### config.mk
export PLATFORM = sky130hd
export DESIGN_NAME = bist_seq_ctrl_flat
export DESIGN_NICKNAME = d
export VERILOG_FILES = /design/src/rtl/bist_seq_ctrl_if.sv /design/src/rtl/bist_seq_ctrl.sv /design/src/flat_wrapper.sv
export SDC_FILE = /design/constraint.sdc
export NUM_CORES = 1
export LEC_CHECK = 0
export ABC_AREA = 0
export BUFFER_PORTS_ARGS = -buffer_cell sky130_fd_sc_hd__buf_2
export CAP_MARGIN = 20
export CORE_MARGIN = 4
export CORE_UTILIZATION = 56
export DETAILED_ROUTE_END_ITERATION = 10
export GPL_ROUTABILITY_DRIVEN = 0
export PLACE_DENSITY = 0.83
export SLEW_MARGIN = 20
export SYNTH_ARGS = -nofsm -noshare
export SYNTH_HDL_FRONTEND = slang
export SYNTH_SLANG_ARGS = --single-unit
### constraint.sdc
create_clock -name i_ck -period 2.35 [get_ports i_ck]
set_input_delay 0.235 -clock i_ck [delete_from_list [all_inputs] [get_ports i_ck]]
set_output_delay 0.235 -clock i_ck [all_outputs]
set_load 0.02 [all_outputs]
### src/rtl/bist_seq_ctrl_if.sv
// Host/CUT-side signal bundle of the BIST sequencer.
// Handshake: start/abort are level-sampled on the rising clock edge. There is no ready; start is ignored unless idle or done.
interface bist_seq_ctrl_if;
  logic        start;
  logic        abort;
  logic [5:0]  cut_out;
  logic        cut_g0;
  logic        cut_g1;
  logic        cut_g2;
  logic        busy;
  logic        done;
  logic        pass;
  logic [7:0]  sign;
  logic [15:0] pat_cnt;

  modport master (
    output start, abort, cut_out,
    input  cut_g0, cut_g1, cut_g2, busy, done, pass, sign, pat_cnt
  );

  modport slave (
    input  start, abort, cut_out,
    output cut_g0, cut_g1, cut_g2, busy, done, pass, sign, pat_cnt
  );
endinterface

### src/rtl/bist_seq_ctrl.sv
// Self-test sequencer: clears the CUT, drives LFSR patterns, compacts the CUT outputs into a MISR,
// and compares the final signature against a golden value.
module bist_seq_ctrl #(
  parameter int unsigned N_PAT     = 255,
  parameter int unsigned INIT_CYC  = 4,
  parameter logic [7:0]  LFSR_SEED = 8'hA5,
  parameter logic [7:0]  MISR_SEED = 8'h00,
  parameter logic [7:0]  GOLDEN    = 8'h00
) (
  input  logic              i_ck,
  input  logic              i_rst,
  bist_seq_ctrl_if.slave    bus,
  output logic [2:0]        o_state
);

  typedef enum logic [2:0] {
    S_IDLE  = 3'd0,
    S_INIT  = 3'd1,
    S_RUN   = 3'd2,
    S_FLUSH = 3'd3,
    S_DONE  = 3'd4
  } state_t;

  state_t      r_state;
  logic [7:0]  r_lfsr;
  logic [7:0]  r_misr;
  logic [7:0]  r_init_cnt;
  logic [15:0] r_pat_cnt;

  logic [7:0]  w_lfsr_next;
  logic [7:0]  w_misr_next;
  logic [15:0] w_pat_inc;

  assign w_lfsr_next = {r_lfsr[6:0], r_lfsr[7] ^ r_lfsr[5] ^ r_lfsr[4] ^ r_lfsr[3]};
  assign w_misr_next = {r_misr[6:0], r_misr[7] ^ r_misr[5] ^ r_misr[4] ^ r_misr[3]}
                       ^ {2'b00, bus.cut_out};
  assign w_pat_inc   = (r_pat_cnt == 16'hFFFF) ? r_pat_cnt : r_pat_cnt + 16'd1;

  always_ff @(posedge i_ck or posedge i_rst) begin
    if (i_rst) begin
      r_state    <= S_IDLE;
      r_lfsr     <= 8'h00;
      r_misr     <= 8'h00;
      r_init_cnt <= 8'h00;
      r_pat_cnt  <= 16'h0000;
    end else if (bus.abort) begin
      r_state <= S_IDLE;
      // The pattern on the pins during an aborted RUN cycle still counts as applied.
      if (r_state == S_RUN) r_pat_cnt <= w_pat_inc;
    end else begin
      case (r_state)
        S_IDLE, S_DONE: begin
          if (bus.start) begin
            r_state    <= S_INIT;
            r_lfsr     <= LFSR_SEED;
            r_misr     <= MISR_SEED;
            r_init_cnt <= 8'h00;
            r_pat_cnt  <= 16'h0000;
          end
        end
        S_INIT: begin
          if (r_init_cnt == 8'(INIT_CYC - 1)) r_state <= S_RUN;
          else                                 r_init_cnt <= r_init_cnt + 8'd1;
        end
        S_RUN: begin
          r_lfsr    <= w_lfsr_next;
          r_pat_cnt <= w_pat_inc;
          // CUT responses arrive one cycle after their stimulus, so the first RUN cycle has nothing to capture.
          if (r_pat_cnt != 16'h0000) r_misr <= w_misr_next;
          if (r_pat_cnt == 16'(N_PAT - 1)) r_state <= S_FLUSH;
        end
        S_FLUSH: begin
          r_misr  <= w_misr_next;
          r_state <= S_DONE;
        end
        default: r_state <= S_IDLE;
      endcase
    end
  end

  // Outputs decode only from registers, so there is no combinational path from inputs to the CUT pins.
  assign bus.cut_g0  = (r_state == S_INIT);
  assign bus.cut_g1  = (r_state == S_RUN) & r_lfsr[0];
  assign bus.cut_g2  = (r_state == S_RUN) & r_lfsr[1];
  assign bus.busy    = (r_state == S_INIT) | (r_state == S_RUN) | (r_state == S_FLUSH);
  assign bus.done    = (r_state == S_DONE);
  assign bus.pass    = (r_state == S_DONE) & (r_misr == GOLDEN);
  assign bus.sign    = r_misr;
  assign bus.pat_cnt = r_pat_cnt;
  assign o_state     = r_state;

endmodule

### src/flat_wrapper.sv
// flat-port wrapper written by rule: the top's interface ports become plain ports
module bist_seq_ctrl_flat 
#(
  parameter int unsigned N_PAT     = 255,
  parameter int unsigned INIT_CYC  = 4,
  parameter logic [7:0]  LFSR_SEED = 8'hA5,
  parameter logic [7:0]  MISR_SEED = 8'h00,
  parameter logic [7:0]  GOLDEN    = 8'h00
)
  (i_ck, i_rst, o_state, bus_start, bus_abort, bus_cut_out, bus_cut_g0, bus_cut_g1, bus_cut_g2, bus_busy, bus_done, bus_pass, bus_sign, bus_pat_cnt);
  bist_seq_ctrl_if bus_i ();
  input  logic i_ck;
  input  logic i_rst;
  output logic [2:0] o_state;
  input wire logic [$bits(bus_i.start)-1:0] bus_start;
  input wire logic [$bits(bus_i.abort)-1:0] bus_abort;
  input wire logic [$bits(bus_i.cut_out)-1:0] bus_cut_out;
  output wire logic [$bits(bus_i.cut_g0)-1:0] bus_cut_g0;
  output wire logic [$bits(bus_i.cut_g1)-1:0] bus_cut_g1;
  output wire logic [$bits(bus_i.cut_g2)-1:0] bus_cut_g2;
  output wire logic [$bits(bus_i.busy)-1:0] bus_busy;
  output wire logic [$bits(bus_i.done)-1:0] bus_done;
  output wire logic [$bits(bus_i.pass)-1:0] bus_pass;
  output wire logic [$bits(bus_i.sign)-1:0] bus_sign;
  output wire logic [$bits(bus_i.pat_cnt)-1:0] bus_pat_cnt;
  assign bus_i.start = bus_start;
  assign bus_i.abort = bus_abort;
  assign bus_i.cut_out = bus_cut_out;
  assign bus_cut_g0 = bus_i.cut_g0;
  assign bus_cut_g1 = bus_i.cut_g1;
  assign bus_cut_g2 = bus_i.cut_g2;
  assign bus_busy = bus_i.busy;
  assign bus_done = bus_i.done;
  assign bus_pass = bus_i.pass;
  assign bus_sign = bus_i.sign;
  assign bus_pat_cnt = bus_i.pat_cnt;
  bist_seq_ctrl #(.N_PAT(N_PAT), .INIT_CYC(INIT_CYC), .LFSR_SEED(LFSR_SEED), .MISR_SEED(MISR_SEED), .GOLDEN(GOLDEN)) u_core (.i_ck(i_ck), .i_rst(i_rst), .bus(bus_i), .o_state(o_state));
endmodule
Word level (Yosys, flattened, before mapping)
Index checks and enable logic that the tools add are counted.
{"block": "totals", "regBits": 43, "latchBits": 0, "ram_bits": 0, "rom_bits": 0, "word_cells": 63, "n_memories": 0}
{"block": "classes", "addsub": 2, "mul": 0, "div_mod_pow": 0, "order_cmp": 0, "n_eq_ne": 14, "shift": 0, "muxes": 17, "bitwise_logic": 13, "n_reduce_logical": 12}
{"op": "two-way mux 16 bit", "n": 4}
{"op": "two-way mux 8 bit", "n": 4}
{"op": "one-hot mux 16 bit (2 select lines)", "n": 1}
{"op": "one-hot mux 8 bit (2 select lines)", "n": 2}
{"op": "one-hot mux 8 bit (3 select lines)", "n": 1}
{"op": "adder 16 x 1 -> 16 bit, second input constant", "n": 1}
{"op": "== test 16 bit, second input constant", "n": 1}
{"op": "== test 16 x 8 -> 1 bit, second input constant", "n": 1}
{"op": "nonzero test 16 bit", "n": 1}
{"op": "two-way mux 3 bit", "n": 4}
{"op": "one-hot mux 3 bit (4 select lines)", "n": 1}
{"op": "AND reduction 3 bit", "n": 3}
{"op": "adder 8 x 1 -> 8 bit, second input constant", "n": 1}
{"op": "== test 8 x 2 -> 1 bit, second input constant", "n": 1}
{"op": "zero test 8 bit", "n": 1}
{"op": "AND reduction 4 bit", "n": 2}
{"op": "bitwise XOR 8 x 6 -> 8 bit", "n": 1}
{"op": "== test 3 x 2 -> 1 bit, second input constant", "n": 2}
{"op": "!= test 2 bit, second input constant", "n": 3}
{"op": "!= test 3 bit, second input constant", "n": 2}
{"op": "bitwise XOR 1 bit", "n": 6}
{"op": "nonzero test 2 bit", "n": 2}
{"op": "bitwise AND 1 bit", "n": 3}
{"op": "== test 3 x 1 -> 1 bit, second input constant", "n": 1}
{"op": "other kinds (8)", "n": 9}

Logic depth before layout (Yosys ltp)
Gate-level depths: netlist of the first run.
{"block": "logic_depth", "depth_word": 6, "depth_mapped": 7, "depth_no_buf": 6}

Worst setup path before layout of the first run
Ideal clock, no wire load.
{"block": "synth_timing", "path_type": "register -> register", "startpoint": "reg u_core.r_pat_cnt[0] (netlist: u_core.bus.pat_cnt[0])", "endpoint": "reg u_core.r_misr[0] (netlist: u_core.bus.sign[0])", "setup_time_ns": 0.125, "arrival_time_ns": 1.903, "required_time_ns": 2.225, "slack_ns": 0.322, "stages_incl_launch_ff": 8, "n_path_buf": 1, "synth_period_minus_slack_ns": 2.028, "path_cell_list": "dfrtp_1 > inv_1 > ha_1 > or4b_1 > nor4_2 > a211o_1 > buf_6 > mux2_4"}
{"block": "synth_between", "elab_chain_len": 3}
{"element": "start, declared", "line_no": "bist_seq_ctrl.sv:28", "source": "logic [15:0] r_pat_cnt;"}
{"element": "start signal, assigned", "line_no": "bist_seq_ctrl.sv:49", "source": "if (r_state == S_RUN) r_pat_cnt <= w_pat_inc;"}
{"element": "start signal, assigned", "line_no": "bist_seq_ctrl.sv:67", "source": "r_pat_cnt <= w_pat_inc;"}
{"element": "nonzero test 16 bit", "line_no": "bist_seq_ctrl.sv:69", "source": "if (r_pat_cnt != 16'h0000) r_misr <= w_misr_next;"}
{"element": "!= test 2 bit (no line)"}
{"element": "AND reduction 4 bit (no line)"}
{"element": "end signal, assigned", "line_no": "bist_seq_ctrl.sv:69"}
{"element": "end signal, assigned", "line_no": "bist_seq_ctrl.sv:73", "source": "r_misr <= w_misr_next;"}
{"element": "end, declared", "line_no": "bist_seq_ctrl.sv:26", "source": "logic [7:0] r_misr;"}
No other way between the ends.
A chain may end at the register's enable or synchronous reset.

Worst setup path in the final report of the first run
{"block": "layout_timing", "startpoint": "reg u_core.r_pat_cnt[9] (netlist: u_core.bus.pat_cnt[9])", "endpoint": "reg u_core.r_misr[1] (netlist: u_core.bus.sign[1])"}
The elaborated chain is that of the path after synthesis.

==> results of run 1 <==
## report_power, final
part / total, mW / switching, mW / internal [mW]
combinational: 0.224 / 0.134 / 0.0898
sequential: 0.777 / 0.0158 / 0.762
clock: 0.687 / 0.263 / 0.424
total: 1.69 / 0.413 / 1.28
## worst paths after layout
path,startpoint,end,depth (start not counted)
worst max-delay path,u_core.bus.pat_cnt[9],u_core.bus.sign[1],5
worst min-delay path,i_rst,u_core.bus.sign[7],3
worst max register to register,u_core.bus.pat_cnt[9],u_core.bus.sign[1],5
worst min register to register,u_core.r_lfsr[2],u_core.r_lfsr[2],1
max in group asynchronous,i_rst,u_core.r_init_cnt[6],3
min in group i_ck,bus_abort,u_core.o_state[0],2
## layer usage
metal	up-vias	global-route usage, %	share of wire (%)
met3	7	3.47	6.5
met4	0	6.52	1.1
li1	1043	-	-
met2	63	33.3	47
met5	-	0	0
met1	1017	28.5	45
## flip-flops by register name, summed over array words and instances (netlist names)
name / count
u_core.r_init_cnt: 8
u_core.bus.sign: 8
u_core.o_state: 3
u_core.bus.pat_cnt: 16
u_core.r_lfsr: 8
## logic make-up (layout without fill, tap and decap cells)
kind of cell / Yosys count / in the layout
xor gates and xnor gates: 12 / 12
buffers and inverters: 20 / 70
muxes: 10 / 10
AOI/OAI and AO/OA: 57 / 57
adders and majority gates: 4 / 4
and+or+nand+nor: 106 / 106
DFF: 43 / 43
## worst max-delay path, delay by kind of cell, from the launching register on
kind                   cells  cell delay (ns)
AO/OA/AOI/OAI              1             0.16
buffers and inverters      1             0.19
flip-flops                 1             0.45
multiplexers               1             0.31
AND/OR/NAND/NOR            2             0.87
## per-stage QoR
stage / area [sq um] / hold slack (ns) / std cells / utilization (%)
after floorplan: 2520 / 0.452 / 252 / -
after global routing: 2940 / 0.110 / 354 / 67.6
after detailed placement: 2810 / 0.410 / 346 / 64.4
after global placement: 2810 / 0.405 / 346 / 64.4
after CTS: 2940 / 0.0846 / 354 / 67.6
final: 2940 / 0.0644 / 354 / 67.6
## synth_stat cells, types with 3 or more instances
cell        n  share of area (%)
dfrtp_1    43                 43
a21oi_1    20                4.0
nor2_1     18                2.7
nand3_1    11                2.2
nand2_1     9                1.3
o21ai_0     9                1.8
xnor2_1     9                3.1
nor4_1      8                2.0
or4_1       8                2.4
inv_1       7                1.0
mux2_4      7                4.2
nand4_1     6                1.5
nor3_1      6                1.2
o31ai_1     6                1.8
a22o_1      5                1.7
and3_1      5                1.2
buf_4       5                1.5
nand2b_1    5                1.2
or3_1       5                1.2
and2_1      4               0.99
ha_1        4                2.0
and4_1      3                1.0
buf_2       3               0.60
nor2b_1     3               0.75
o2111ai_1   3                1.0
o21a_1      3               0.90
o22a_1      3                1.0
## layout make-up
| cell class | count | share of cell area (%) |
|---|---|---|
| inverters | 8 | 1.02 |
| multi-input cells | 189 | 45.3 |
| repair buffers | 54 | 10.2 |
| flip-flops and latches | 43 | 36.6 |
| clock inverters | 3 | 2.30 |
| clock buffers | 5 | 2.34 |
| well taps | 52 | 2.21 |
==> results.txt, run 1 <==
Final #Nets - 315
Synth Instances - 252
Lkg Pwr - 1.37 nW
post-synthesis adder-cell area fraction - 1.99%
Max Slew Vio Count - 0
first-pass GRT wire length - 8910 um
FF+latch count, synth - 43
Row Count - 24
Overall Power - 1.69 mW
crit-path cells - or4_1 -> nor4_2 -> a211o_1 -> buf_4 -> mux2_4
initial antenna violation count - 0
Die Y - 75.0 um
Post-Syn Area - 0.00252 sq mm
Setup Fix Bufs, Post-CTS - 0
CTS max path bufs - 2
initial drt markers - 121
Worst Path Arrival - 2.28 ns
antenna diode count - 0
Reg area - 0.00108 sq mm
largest net degree at the start of global routing - 44
Max FO, Critical Path - 8
TritonCTS buffer count - 5
internal reg-to-reg setup slack - 0.25 ns
fin crit share - 89.3%
highest achievable clock rate - 0.476 GHz
latest clock arrival within the worst-skew pair - 0.30 ns
fillers - 353
gr usage total - 20.6%
Synth Area per Inst - 9.98 sq um
number of I/O pins - 43
Pre-Repair DR Iteration Count - 4
status - completed
Post-DRT Antenna Nets - 0
Clock Skews - 0.00987 ns
die area - 0.00563 sq mm
Max stage delay on crit path - 0.61 ns
startpoint types - register
H-tree depth - 2
root buffer cell - clkbuf_8
sequential area share after synthesis - 42.8%
Die Span X - 75.0 um
maximum vdd drop - 0.000319 V
PwrDens - 574 mW/mm^2
Synth async-reset ratio - 100%
largest family of logic cells by synthesized area - simple AND/OR/NAND/NOR gates
final WL - 5530 um
Via Count - 2130
post-synthesis simple-gate area fraction - 25.9%
Worst Tran Pin Value - 0.968 ns
most common cell after layout, fill and taps aside - dfrtp_1
Mapped Nets - 266
Crit-path slowest cell - or4_1
Compound-Gate Fraction of Synth Area - 14.8%
layout cells sized above 1 - 26.5%
CP endpoint kind - register
RSZ-0062 raised after global routing - false
worst min-delay path category - in -> async
# resized after CTS - 0
Req. time, crit path - 2.53 ns
setup_tns - 0 ns
post-DR wirelength/cell - 15.6 um
kind of critical path - reg -> reg
hpwl dp - 3930 um
grt ovf - 0
xor/xnor share of the synthesized area - 4.72%
Reg clk slew, reported paths - 0.09 ns
post-synthesis mux area share - 5.42%
synth unique cells - 55
Worst slew margin - 35.2%
clock sinks - 43
IO Port Bufs - 42
Initial Utilization - 57.8%
Top FF cell, synth - dfrtp_1
slack of the critical path - 0.251 ns
number of global-route vias before repair - 1941
area occupied by multi-input gates - 0.00133 sq mm
Syn-to-layout area delta - 16.9%
number of remaining DRC errors - 0
# setup viols final - 0
Post-synth EDFFs - 0
commonest cells after routing, fill and taps aside - dfrtp_1, buf_2, a21oi_1
Placeable Area - 0.00435 sq mm
Min Clock Period, post-route - 2.10 ns
CTS tree - yes
hold buffers post-CTS - 0
Ys Warns - 0
Via density - 6.02
DP Worst Slack - 0.274 ns
Max Cap Violations - 0
final hold viol count - 0
Note: power is estimated with default switching activity, not from simulation.
==> inputs of run 2 (changes only) <==
--- a/config.mk
+++ b/config.mk
@@ -9,10 +9,10 @@
 export BUFFER_PORTS_ARGS = -buffer_cell sky130_fd_sc_hd__buf_2
 export CAP_MARGIN = 20
 export CORE_MARGIN = 4
-export CORE_UTILIZATION = 56
+export CORE_UTILIZATION = 55
 export DETAILED_ROUTE_END_ITERATION = 10
 export GPL_ROUTABILITY_DRIVEN = 0
-export PLACE_DENSITY = 0.83
+export PLACE_DENSITY = 0.81
 export SLEW_MARGIN = 20
 export SYNTH_ARGS = -nofsm -noshare
 export SYNTH_HDL_FRONTEND = slang
==> constraint.sdc (replaced) <==
create_clock -name i_ck -period 2.35 [get_ports i_ck]
set_input_delay 0.235 -clock i_ck [delete_from_list [all_inputs] [get_ports i_ck]]
set_output_delay 0.235 -clock i_ck [all_outputs]
set_load 0.1 [all_outputs]
==> results.txt, run 2 (synthesis gave the netlist of run 1 again) <==
Final #Nets - 313
status - completed
DP Worst Slack - 0.233 ns
largest net degree at the start of global routing - 44
fillers - 366
Via Count - 2118
number of global-route vias before repair - 2003
# setup viols final - 0
Max FO, Critical Path - 8
clock sinks - 43
hpwl dp - 4030 um
final WL - 5540 um
number of remaining DRC errors - 0
die area - 0.00572 sq mm
maximum vdd drop - 0.000370 V
Worst slew margin - 38.7%
Placeable Area - 0.00438 sq mm
RSZ-0062 raised after global routing - false
worst min-delay path category - in -> async
CTS tree - yes
CP endpoint kind - register
post-DR wirelength/cell - 15.7 um
number of I/O pins - 43
initial drt markers - 174
kind of critical path - reg -> reg
Via density - 6.02
CTS max path bufs - 2
Req. time, crit path - 2.54 ns
first-pass GRT wire length - 9530 um
gr usage total - 21.5%
slack of the critical path - 0.223 ns
Die Span X - 75.6 um
fin crit share - 90.5%
Syn-to-layout area delta - 15.2%
Min Hold Slack - 0.0570 ns
Row Count - 24
initial antenna violation count - 0
Setup Fix Bufs, Post-CTS - 0
most common cell after layout, fill and taps aside - buf_2
startpoint types - register
setup_tns - 0 ns
Lkg Pwr - 1.32 nW
antenna diode count - 0
PwrDens - 534 mW/mm^2
latest clock arrival within the worst-skew pair - 0.30 ns
Worst Tran Pin Value - 0.917 ns
TritonCTS buffer count - 5
Overall Power - 1.55 mW
# resized after CTS - 0
H-tree depth - 2
layout cells sized above 1 - 30.7%
Worst Path Arrival - 2.32 ns
highest achievable clock rate - 0.470 GHz
Die Y - 75.6 um
IO Port Bufs - 42
Max Cap Violations - 0
Pre-Repair DR Iteration Count - 4
grt ovf - 0
commonest cells after routing, fill and taps aside - buf_2, dfrtp_1, a21oi_1
Initial Utilization - 57.4%
Largest register FFs - 16
Post-DRT Antenna Nets - 0
Reg clk slew, reported paths - 0.09 ns
hold buffers post-CTS - 0
final hold viol count - 0
Min Clock Period, post-route - 2.13 ns
Clock Skews - 0.0117 ns
root buffer cell - clkbuf_8
Max Slew Vio Count - 0
## run 2: layout make-up
cell class | count | area, sq um | share of cell area [%]
multi-input combinational | 189 | 1350 | 46.4
clock inverter | 2 | 12.5 | 0.432
timing repair buffer | 52 | 285 | 9.84
tap | 52 | 65.1 | 2.24
sequential | 43 | 1090 | 37.5
inverter | 8 | 30.0 | 1.04
clock buffer | 6 | 72.6 | 2.50
## run 2: critical path, stage by stage (launching register included)
cell and delay [ns]:
dfrtp_2 0.45, inv_1 0.11, ha_1 0.15, or4b_1 0.46, nor4_2 0.18, a211o_1 0.16
buf_4 0.19, mux2_4 0.31
## run 2: path summary, 6_finish.rpt
kind	startpoint	to	slack [ns]	cells after the start
max reg2reg	u_core.bus.pat_cnt[0]	u_core.bus.sign[4]	0.22	7
min	i_rst	u_core.bus.sign[4]	0.06	3
max in group asynchronous	i_rst	u_core.o_state[0]	1.88	3
max	u_core.bus.pat_cnt[0]	u_core.bus.sign[4]	0.22	7
min in group i_ck	bus_abort	u_core.o_state[0]	0.25	2
min reg2reg	u_core.r_lfsr[2]	u_core.r_lfsr[2]	0.51	1
## run 2: per-stage QoR
step / utilization, % / cells / cell area [sq um]
floorplan: - / 252 / 2540
global placement: 64.2 / 344 / 2810
detailed placement: 64.2 / 344 / 2810
CTS: 66.1 / 352 / 2900
global route: 66.1 / 352 / 2900
finish: 66.1 / 352 / 2900
## run 2: power breakdown
part           switching [mW]  internal [mW]
clock network           0.255          0.208
logic                   0.215         0.0821
registers              0.0259          0.763
## run 2: per-layer routing
metal  track usage [%]  share of wire (%)
met5                 0                  0
met3              6.07                5.2
met4              3.69               0.52
met1              30.2                 46
met2              33.8                 48
